==> src/rtl/mbist_fail_logger.sv <==
// MBIST fail logger: captures failing compares of a march run into a FWFT FIFO with
// a saturating error count, sticky overflow and pass/fail. Optional: MBIST_FAIL_LOG_FIRST_EN.
module mbist_fail_logger #(
  parameter int AWIDTH = 4,
  parameter int DEPTH  = 8,
  parameter int CNT_W  = 8
) (
  input  logic              clk,
  input  logic              rst,
  input  logic              test_start,
  input  logic              test_done,
  input  logic              cmp_valid,
  input  logic              cmp_fail,
  input  logic [AWIDTH-1:0] cmp_addr,
  input  logic [2:0]        cmp_elem,
  input  logic              cmp_exp,
  input  logic              log_rd,
  output logic              log_valid,
  output logic [AWIDTH-1:0] log_addr,
  output logic [2:0]        log_elem,
  output logic              log_exp,
  output logic [CNT_W-1:0]  err_cnt,
  output logic              overflow,
  output logic              busy,
  output logic              done,
`ifdef MBIST_FAIL_LOG_FIRST_EN
  output logic [AWIDTH-1:0] first_addr,
  output logic [2:0]        first_elem,
`endif
  output logic              bist_status
);

  localparam int unsigned PW = $clog2(DEPTH);
  localparam logic [PW:0] FULL_CNT = (PW+1)'(DEPTH);

  typedef enum logic [1:0] {S_IDLE, S_RUN, S_DONE} state_e;

  typedef struct packed {
    logic [AWIDTH-1:0] addr;
    logic [2:0]        elem;
    logic              exp;
  } rec_t;

  state_e           state_q, state_d;
  logic [PW-1:0]    wr_ptr_q, wr_ptr_d, rd_ptr_q, rd_ptr_d;
  logic [PW:0]      count_q, count_d;
  logic [CNT_W-1:0] err_q, err_d;
  logic             ovf_q, ovf_d;
  logic             status_q, status_d;
  rec_t             mem_q [DEPTH];
  rec_t             head;

  logic accept_start, capture, pop, full, push, drop;

  always_comb begin
    state_d      = state_q;
    accept_start = 1'b0;
    capture      = 1'b0;
    case (state_q)
      S_IDLE, S_DONE: begin
        if (test_start) begin
          state_d      = S_RUN;
          accept_start = 1'b1;
        end
      end
      S_RUN: begin
        // A fail arriving with test_done still belongs to this run.
        capture = cmp_valid && cmp_fail;
        if (test_done) state_d = S_DONE;
      end
      default: state_d = S_IDLE;
    endcase
  end

  assign full = (count_q == FULL_CNT);
  assign pop  = log_rd && (count_q != '0);
  assign push = capture && (!full || pop);
  assign drop = capture && full && !pop;

  always_comb begin
    wr_ptr_d = wr_ptr_q;
    rd_ptr_d = rd_ptr_q;
    count_d  = count_q;
    err_d    = err_q;
    ovf_d    = ovf_q;
    status_d = status_q;
    if (accept_start) begin
      wr_ptr_d = '0;
      rd_ptr_d = '0;
      count_d  = '0;
      err_d    = '0;
      ovf_d    = 1'b0;
      status_d = 1'b0;
    end else begin
      if (push) wr_ptr_d = wr_ptr_q + PW'(1);
      if (pop)  rd_ptr_d = rd_ptr_q + PW'(1);
      count_d = count_q + (PW+1)'(push) - (PW+1)'(pop);
      if (capture && (err_q != '1)) err_d = err_q + CNT_W'(1);
      if (drop)    ovf_d    = 1'b1;
      if (capture) status_d = 1'b1;
    end
  end

  // NOTE: sequential state uses non-blocking assignments so every register samples
  // pre-edge values; next-state logic above uses blocking assignments in always_comb.
  always_ff @(posedge clk or negedge rst) begin
    if (!rst) begin
      state_q  <= S_IDLE;
      wr_ptr_q <= '0;
      rd_ptr_q <= '0;
      count_q  <= '0;
      err_q    <= '0;
      ovf_q    <= 1'b0;
      status_q <= 1'b0;
    end else begin
      state_q  <= state_d;
      wr_ptr_q <= wr_ptr_d;
      rd_ptr_q <= rd_ptr_d;
      count_q  <= count_d;
      err_q    <= err_d;
      ovf_q    <= ovf_d;
      status_q <= status_d;
    end
  end

  // NOTE: the log storage is deliberately not reset; its contents are only visible
  // through log_valid-gated outputs, so reset costs nothing functionally.
  always_ff @(posedge clk) begin
    if (push) mem_q[wr_ptr_q] <= '{addr: cmp_addr, elem: cmp_elem, exp: cmp_exp};
  end

  assign head        = mem_q[rd_ptr_q];
  assign log_valid   = (count_q != '0);
  assign log_addr    = log_valid ? head.addr : '0;
  assign log_elem    = log_valid ? head.elem : '0;
  assign log_exp     = log_valid ? head.exp  : 1'b0;
  assign err_cnt     = err_q;
  assign overflow    = ovf_q;
  assign bist_status = status_q;
  assign busy        = (state_q == S_RUN);
  assign done        = (state_q == S_DONE);

`ifdef MBIST_FAIL_LOG_FIRST_EN
  logic [AWIDTH-1:0] first_addr_q, first_addr_d;
  logic [2:0]        first_elem_q, first_elem_d;

  // status_q low means no fail has been captured yet in this run.
  always_comb begin
    first_addr_d = first_addr_q;
    first_elem_d = first_elem_q;
    if (accept_start) begin
      first_addr_d = '0;
      first_elem_d = '0;
    end else if (capture && !status_q) begin
      first_addr_d = cmp_addr;
      first_elem_d = cmp_elem;
    end
  end

  always_ff @(posedge clk or negedge rst) begin
    if (!rst) begin
      first_addr_q <= '0;
      first_elem_q <= '0;
    end else begin
      first_addr_q <= first_addr_d;
      first_elem_q <= first_elem_d;
    end
  end

  assign first_addr = first_addr_q;
  assign first_elem = first_elem_q;
`endif

endmodule

==> config.mk <==
export PLATFORM = sky130hd
export DESIGN_NAME = mbist_fail_logger
export DESIGN_NICKNAME = d
export VERILOG_FILES = /design/src/rtl/mbist_fail_logger.sv
export SDC_FILE = /design/constraint.sdc
export NUM_CORES = 1
export LEC_CHECK = 0
export ABC_CLOCK_PERIOD_IN_PS = 2370
export BUFFER_PORTS_ARGS = -buffer_cell sky130_fd_sc_hd__clkbuf_2
export CORE_ASPECT_RATIO = 1.75
export CORE_MARGIN = 3
export CORE_UTILIZATION = 45
export DETAILED_ROUTE_END_ITERATION = 8
export SETUP_SLACK_MARGIN = 0.3
export SLEW_MARGIN = 25
export SYNTH_ARGS = -nofsm -noshare
export SYNTH_HDL_FRONTEND = slang
export SYNTH_SLANG_ARGS = --single-unit
==> constraint.sdc <==
create_clock -name clk -period 2.37 [get_ports clk]
set_input_delay 0.474 -clock clk [delete_from_list [all_inputs] [get_ports clk]]
set_output_delay 0.474 -clock clk [all_outputs]
set_load 0.01 [all_outputs]
; ---- Word-level counts from Yosys, hierarchy flattened
; Memory sizes are Yosys's and may differ from the RTL's.
; Index checks and enable logic that the tools add are counted.
[classes]
addsub = 5
eq_ne = 6
mux = 22
n_reduce_logical = 18
[ops]
columns = operator, count
row1 = 8-bit 2-to-1 mux, 2
row2 = 3-bit 2-to-1 mux, 5
row3 = 1-bit 2-to-1 mux, 10
row4 = 2-bit nonzero test, 5
row5 = 8-bit by 1-bit adder with 8-bit output (second input constant), 1
row6 = 4-bit 2-to-1 mux, 2
row7 = 8-bit inequality test (second input constant), 1
row8 = 3-bit by 1-bit adder with 3-bit output (second input constant), 2
row9 = 1-bit logical AND, 6
row10 = 4-bit by 1-bit adder with 4-bit output, 1
row11 = 4-bit == test (second input constant), 1
row12 = 2-bit 2-to-1 mux, 2
row13 = 2-bit inequality test (second input constant), 2
row14 = 2-bit case mux with 2 select lines, 1
row15 = 4-bit nonzero test, 1
row16 = 4-bit by 1-bit subtractor with 4-bit output, 1
row17 = 2-bit by 1-bit == test with 1-bit output (second input constant), 1
row18 = 2-bit == test (second input constant), 1
row19 = 1-bit logical NOT, 2
row20 = 2-bit logical NOT, 1
row21 = 2-bit AND reduction, 1
row22 = 2-bit OR reduction, 1
row23 = 1-bit logical OR, 1
[word_totals]
ff_bits = 22
mem_bits_rw = 64
inputBits = 15
output_inout_bits = 21
wordCells = 59
mem_count = 1
[memory_table]
columns = memory, depth, width, rd, rd_ports_with_merged_regs, wr, line
row1 = mem_q, 8, 8, 1, 0, 1, 50  ; rec_t mem_q [DEPTH];

; ---- Longest topological paths before layout
; Gate-level depths: netlist of run 1.
[depth]
word_depth = 7
mapped_depth = 13
mapped_depth_nobuf = 12

; ---- Least setup slack after synthesis of run 1
; Ideal clock, no wire load.
[synth_timing]
kind = reg-to-reg
startpoint = register count_q[2]
endpoint = memory mem_q[0][0] in the netlist's numbering (enable)
setup_ns = 0.383
t_arrival_ns = 1.726
slack_ns = 0.261
stages_incl_launch_ff = 7
synth_period_minus_slack_ns = 2.109
path_cell_list = dfrtp_1 > inv_1 > ha_1 > nand2b_1 > a31oi_4 > nand2b_1 > nor3_1
[synth_via]
elab_chain_cells = 6
elab_cells_between_ends = 8
cone_classes = eq/ne (1) / mux (2) / reduce/logical (5)
[synth_rtl]
columns = item, line
row1 = start: declaration, 46  ; logic [PW:0] count_q, count_d;
row2 = start signal: assignment, 119  ; count_q <= count_d;
row3 = 4-bit == test or 4-bit nonzero test (tied branches), "75, 76"
row4 = 1-bit logical NOT or 1-bit logical AND (tied branches), "77, 76"
row5 = 1-bit logical OR (*), 77  ; assign push = capture && (!full || pop);
row6 = 1-bit logical AND (*), 77
row7 = 1-bit 2-to-1 mux (*), 129  ; if (push) mem_q[wr_ptr_q] <= '{addr: cmp_addr, elem: cmp_elem, exp: cmp_exp};
row8 = 1-bit 2-to-1 mux (not written as such) (*), 129
row9 = end: declaration, 50
; Mark *: on every way between the ends. The rest lies on a longest branch, timed or not.

; ---- Worst setup path after layout of run 1
[layout_timing]
startpoint = register rd_ptr_q[0]
endpoint = output log_addr[0]
[layout_via]
elab_chain_cells = 2
[layout_rtl]
columns = item, line
row1 = start: declaration, 45  ; logic [PW-1:0] wr_ptr_q, wr_ptr_d, rd_ptr_q, rd_ptr_d;
row2 = start signal: assignment, 118  ; rd_ptr_q <= rd_ptr_d;
row3 = memory 8 x 8 bit, --
row4 = 4-bit 2-to-1 mux, 134  ; assign log_addr = log_valid ? head.addr : '0;
row5 = end: declaration, 19  ; output logic [AWIDTH-1:0] log_addr,
; Every way passes these cells.

==> results of run 1 <==
how the worst min path moves through the flow:
stage                     slack [ns]          end  cells after the start
final                           0.13   count_q[3]                      1
after global routing            0.16   count_q[1]                      1
after CTS                       0.15  rd_ptr_q[2]                      1
after detailed placement        0.47  bist_status                      2
after global placement          0.47  bist_status                      2
after floorplan                 0.18  bist_status                      0
cells by family after synthesis:
family,count (synthesis),synth area share
AOI/OAI and AO/OA,20,0.0432
buffers and inverters,17,0.0235
muxes,26,0.125
xor gates and xnor gates,5,0.0119
adders and majority gates,9,0.0326
and+or+nand+nor,70,0.0918
DFF,86,0.672
per-layer routing:
metal	track usage	routed length (um)	vias to the layer above
li1	-	-	980
met1	0.179	2570	986
met2	0.278	3810	32
met3	0.0383	197	8
met4	0.0566	119	0
met5	0	0	-
timing repair:
item,in CTS,in global routing
cloned,0,1
setup endpoints to repair,10,11
resized for setup,2,11
setup buffers,0,3
pin swaps,1,1
sequential cells by signal, summed over array words and instances (netlist names):
| register | count |
|---|---|
| overflow | 1 |
| bist_status | 1 |
| err_cnt | 8 |
| mem_q | 64 |
| rd_ptr_q | 3 |
| state_q | 2 |
| wr_ptr_q | 3 |
| count_q | 4 |
layout make-up:
cell class	count	area [um^2]
fillers	662	3600
flip-flops and latches	86	2470
multi-input cells	130	1170
repair buffers	51	325
clock buffers	12	236
well taps	90	113
inverters	9	33.8
clock inverters	3	12.5
per-stage QoR:
step	area, um^2	std cells	hold WS (ns)	utilization	power (mW)
after global placement	4030	362	0.471	0.506	3.08
after floorplan	3690	233	0.178	-	2.73
after detailed placement	4030	362	0.468	0.506	3.10
after global routing	4370	381	0.156	0.548	4.64
after CTS	4280	377	0.145	0.538	4.32
final	4370	381	0.128	0.548	4.39
synthesized netlist by cell type, drive strengths merged (3+ instances only):
master   n  area, um^2
edfxtp  64        1920
dfrtp   22         551
and2     4        27.5
nand3    9        45.0
inv      9        33.8
mux4    16         360
mux2i   10         100
o21ai    5        25.0
xnor2    3        26.3
nor3     5        25.0
ha       8         100
buf      6        43.8
nand2b   7        43.8
nand2   15        56.3
a21oi    4        20.0
nor2    26        97.6
where the power goes:
group	leakage (nW)	switching, mW	internal (mW)	total, mW
Combinational	0.696	0.650	0.713	1.36
Clock	0.121	0.500	0.695	1.19
Sequential	0.868	0.108	1.72	1.83
Total	1.69	1.26	3.13	4.39
==> results.json, run 1 <==
{
  "status": "finished, final reports clean",
  "startpoint": "rd_ptr_q[0]",
  "via_count": 2006,
  "gp_congestion": 0.751,
  "clock_path_buffers": 2,
  "ys_ff_latch": 86,
  "die_area_mm2": 0.00934,
  "netlist_area_mm2": 0.00368,
  "grt_usage": 0.157,
  "grt_antenna_before_repair": 0,
  "routed_wl_um": 6690,
  "cts_tree": "yes",
  "slew_headroom": 0.556,
  "first_pass_iters": 4,
  "synth_nets": 257,
  "crit_type": "flop to output port",
  "fmax_mhz": 441,
  "arrival_ns": 1.79,
  "ys_async_sr_fraction": 0.256,
  "drive_gt1_frac": 0.326,
  "reg2reg_slack_ns": 0.46,
  "worstReg2RegStart": "count_q[2]",
  "tns_ns": 0,
  "cts_buffers": 9,
  "antennaDiodeCount": 0,
  "crit_path_cell_trace": "clkbuf_16 -> mux4_2 -> mux2i_1 -> nor2_1 -> clkbuf_2",
  "worst_slew_pin_slew_ns": 0.664,
  "synth_cell_type_count": 37,
  "wl_per_cell_um": 17.6,
  "endpoint": "log_addr[0]",
  "drc": 0,
  "finalNetCount": 311,
  "clock_skew_ns": 0.00533,
  "clk_pin_slew_ns": 0.05,
  "hold_viol_final": 0,
  "clock-root-buffer": "clkbuf_16",
  "areaGrowthSynthToFinish_pct": 18.6,
  "io_pins": 36,
  "numPortBuffers": 35,
  "postSynthAreaPerCell_um2": 15.8,
  "cp-end-kind": "output port",
  "powerDensity_mw_per_mm2": 1000,
  "syn_inst": 233,
  "hp-class": "input port to async pin",
  "timing.max_cap.violations": 0,
  "worst-path-max-fanout": 8,
  "required_ns": 1.90,
  "grt_pass1_vias": 2028,
  "crit_slowest_cell": "mux4_2",
  "die_height_um": 126,
  "hold_buffers": 0,
  "layout_common_cells": "edfxtp_1 (64), clkbuf_2 (34), nor2_1 (25)",
  "grt_pass1_wl_um": 10500,
  "initial_core_util": 0.462,
  "fin_ws_ns": 0.104,
  "grt_remaining_overflow": 0,
  "grt_max_degree": 23,
  "drt_iter0_drc": 119,
  "dp_hpwl_um": 4590,
  "placementRows": 43,
  "layout_min_cycle_time_ns": 2.27,
  "yosysSeqAreaShare": 0.672,
  "cts_max_level": 3,
  "power_leakage_nw": 1.69,
  "clk_latency_ns": 0.33,
  "startpoint_type": "flop",
  "core-area_mm2": 0.00796,
  "pre_cts_ws_ns": 0.286,
  "clock_sinks": 86,
  "max-vdd-ir-drop_v": 0.000517,
  "path_delay_family": "multiplexers",
  "vias_per_cell": 5.27,
  "synth-edff-count": 64,
  "ys_warn_count": 0,
  "layout_commonest_cell": "edfxtp_1",
  "rr_endpoint": "count_q[1]",
  "critPathBufInv": 2,
  "fin_crit_sh": 0.956,
  "setup_viol": 0,
  "ant_nets": 0,
  "rsz0062_at_grt": "true",
  "r2r_cells": 10,
  "drv_slew": 0,
  "critical_path.max_stage_delay_ns": 0.49,
  "die_w_um": 74.4,
  "cp.depth": 5,
  "synthFlopType": "edfxtp_1"
}
Note: power is estimated with default switching activity, not from simulation.
==> run 2, diff against run 1 <==
--- a/config.mk
+++ b/config.mk
@@ -10,6 +10,7 @@
 export CORE_ASPECT_RATIO = 1.75
 export CORE_MARGIN = 3
 export CORE_UTILIZATION = 45
+export CTS_BUF_LIST = sky130_fd_sc_hd__clkbuf_16
 export DETAILED_ROUTE_END_ITERATION = 8
 export SETUP_SLACK_MARGIN = 0.3
 export SLEW_MARGIN = 25
==> results.json, run 2 (synthesized netlist as in run 1, its figures left out) <==
{
  "die_height_um": 126,
  "cts_max_level": 3,
  "clk_latency_ns": 0.33,
  "worst-path-max-fanout": 8,
  "hold_viol_final": 0,
  "grt_antenna_before_repair": 0,
  "postLayoutCellArea_mm2": 0.00437,
  "drc": 0,
  "placementRows": 43,
  "drive_gt1_frac": 0.326,
  "grt_remaining_overflow": 0,
  "ant_nets": 0,
  "slew_headroom": 0.559,
  "arrival_ns": 1.79,
  "rsz0062_at_grt": "true",
  "grt_pass1_wl_um": 10500,
  "clock-root-buffer": "clkbuf_16",
  "status": "finished, final reports clean",
  "layout_min_cycle_time_ns": 2.27,
  "io_pins": 36,
  "drv_slew": 0,
  "areaGrowthSynthToFinish_pct": 18.6,
  "power_leakage_nw": 1.70,
  "placed_area_mm2": 0.00403,
  "initial_core_util": 0.462,
  "clk_pin_slew_ns": 0.05,
  "die_w_um": 74.4,
  "cts_tree": "yes",
  "fmax_mhz": 441,
  "clock_sinks": 86,
  "max-vdd-ir-drop_v": 0.000517,
  "dp_hpwl_um": 4590,
  "routed_wl_um": 6690,
  "fillers": 662,
  "grt_pass1_vias": 2028,
  "grt_max_degree": 23,
  "worst_slew_pin_slew_ns": 0.659,
  "power_mw": 4.37,
  "largest_register": "mem_q",
  "clock_path_buffers": 2,
  "crit_type": "flop to output port",
  "startpoint_type": "flop",
  "vias_per_cell": 5.26,
  "antennaDiodeCount": 0,
  "powerDensity_mw_per_mm2": 1000,
  "clock_skew_ns": 0.00533,
  "core-area_mm2": 0.00796,
  "tns_ns": 0,
  "numPortBuffers": 35,
  "layout_common_cells": "edfxtp_1 (64), clkbuf_2 (34), nor2_1 (25)",
  "timing.max_cap.violations": 0,
  "hp-class": "input port to async pin",
  "required_ns": 1.90,
  "fin_crit_sh": 0.956,
  "die_area_mm2": 0.00934,
  "layout_commonest_cell": "edfxtp_1",
  "wl_per_cell_um": 17.6,
  "cts_buffers": 9,
  "grt_usage": 0.157,
  "setup_viol": 0,
  "largest_reg_flops": 64,
  "cp-end-kind": "output port",
  "drt_iter0_drc": 119,
  "finalNetCount": 311,
  "first_pass_iters": 4,
  "gp_congestion": 0.751,
  "via_count": 2005
}
==> run 2: changes by cell type in the layout (fill, tap and decap cells not counted) <==
cell	delta
inv_1	+3
clkbuf_1	-3
==> run 2: per-layer routing <==
| metal | global-route usage | up-vias | wire, um |
|---|---|---|---|
| met5 | 0 | - | 0 |
| met3 | 0.0383 | 8 | 198 |
| met2 | 0.278 | 32 | 3800 |
| met1 | 0.179 | 985 | 2570 |
| met4 | 0.0566 | 0 | 119 |
| li1 | - | 980 | - |
==> run 2: power breakdown <==
group / internal, mW / switching, mW / total [mW]
combinational: 0.713 / 0.650 / 1.36
sequential: 1.72 / 0.108 / 1.83
clock: 0.682 / 0.500 / 1.18
total: 3.11 / 1.26 / 4.37
==> run 2: per-stage QoR <==
step,util,instances,hold WS (ns),setup slack [ns]
2_1_floorplan,-,233,0.178,0.343
3_3_place_gp,0.506,362,0.471,0.284
3_5_place_dp,0.506,362,0.468,0.286
4_1_cts,0.538,377,0.145,0.0622
5_1_grt,0.548,381,0.156,0.0106
6_report,0.548,381,0.131,0.104
==> run 2: what timing repair did <==
item | 4_1_cts | 5_1_grt
buffers inserted | 0 | 3
resized for setup | 2 | 11
pin swaps | 1 | 1
hold buffers | 0 | 0
endpoints found under the setup margin | 10 | 11
cloned | 0 | 1
==> run 2: final timing paths <==
check                              endpoint   startpoint  slack [ns]  cells past startpoint
worst min register to register  bist_status  bist_status        0.49                      2
worst max-delay path            log_addr[0]  rd_ptr_q[0]        0.10                      5
min in group clk                 state_q[0]    test_done        0.36                      2
worst max register to register   count_q[1]   count_q[2]        0.46                     10
worst min-delay path             count_q[3]          rst        0.13                      1
max in group asynchronous       rd_ptr_q[0]          rst        1.83                      1
==> run 2: layout make-up <==
| type | count | area [um^2] | area share |
|---|---|---|---|
| Tap cell | 90 | 113 | 0.0258 |
| Sequential cell | 86 | 2470 | 0.567 |
| Timing Repair Buffer | 51 | 325 | 0.0745 |
| Multi-Input combinational cell | 130 | 1170 | 0.268 |
| Inverter | 9 | 33.8 | 0.00774 |
| Clock inverter | 6 | 23.8 | 0.00545 |
| Clock buffer | 9 | 225 | 0.0516 |
==> run 2: worst max-delay path, stage by stage, from the launching register on <==
cell	delay (ns)
dfrtp_2	0.45
clkbuf_16	0.20
mux4_2	0.49
mux2i_1	0.14
nor2_1	0.06
clkbuf_2	0.12
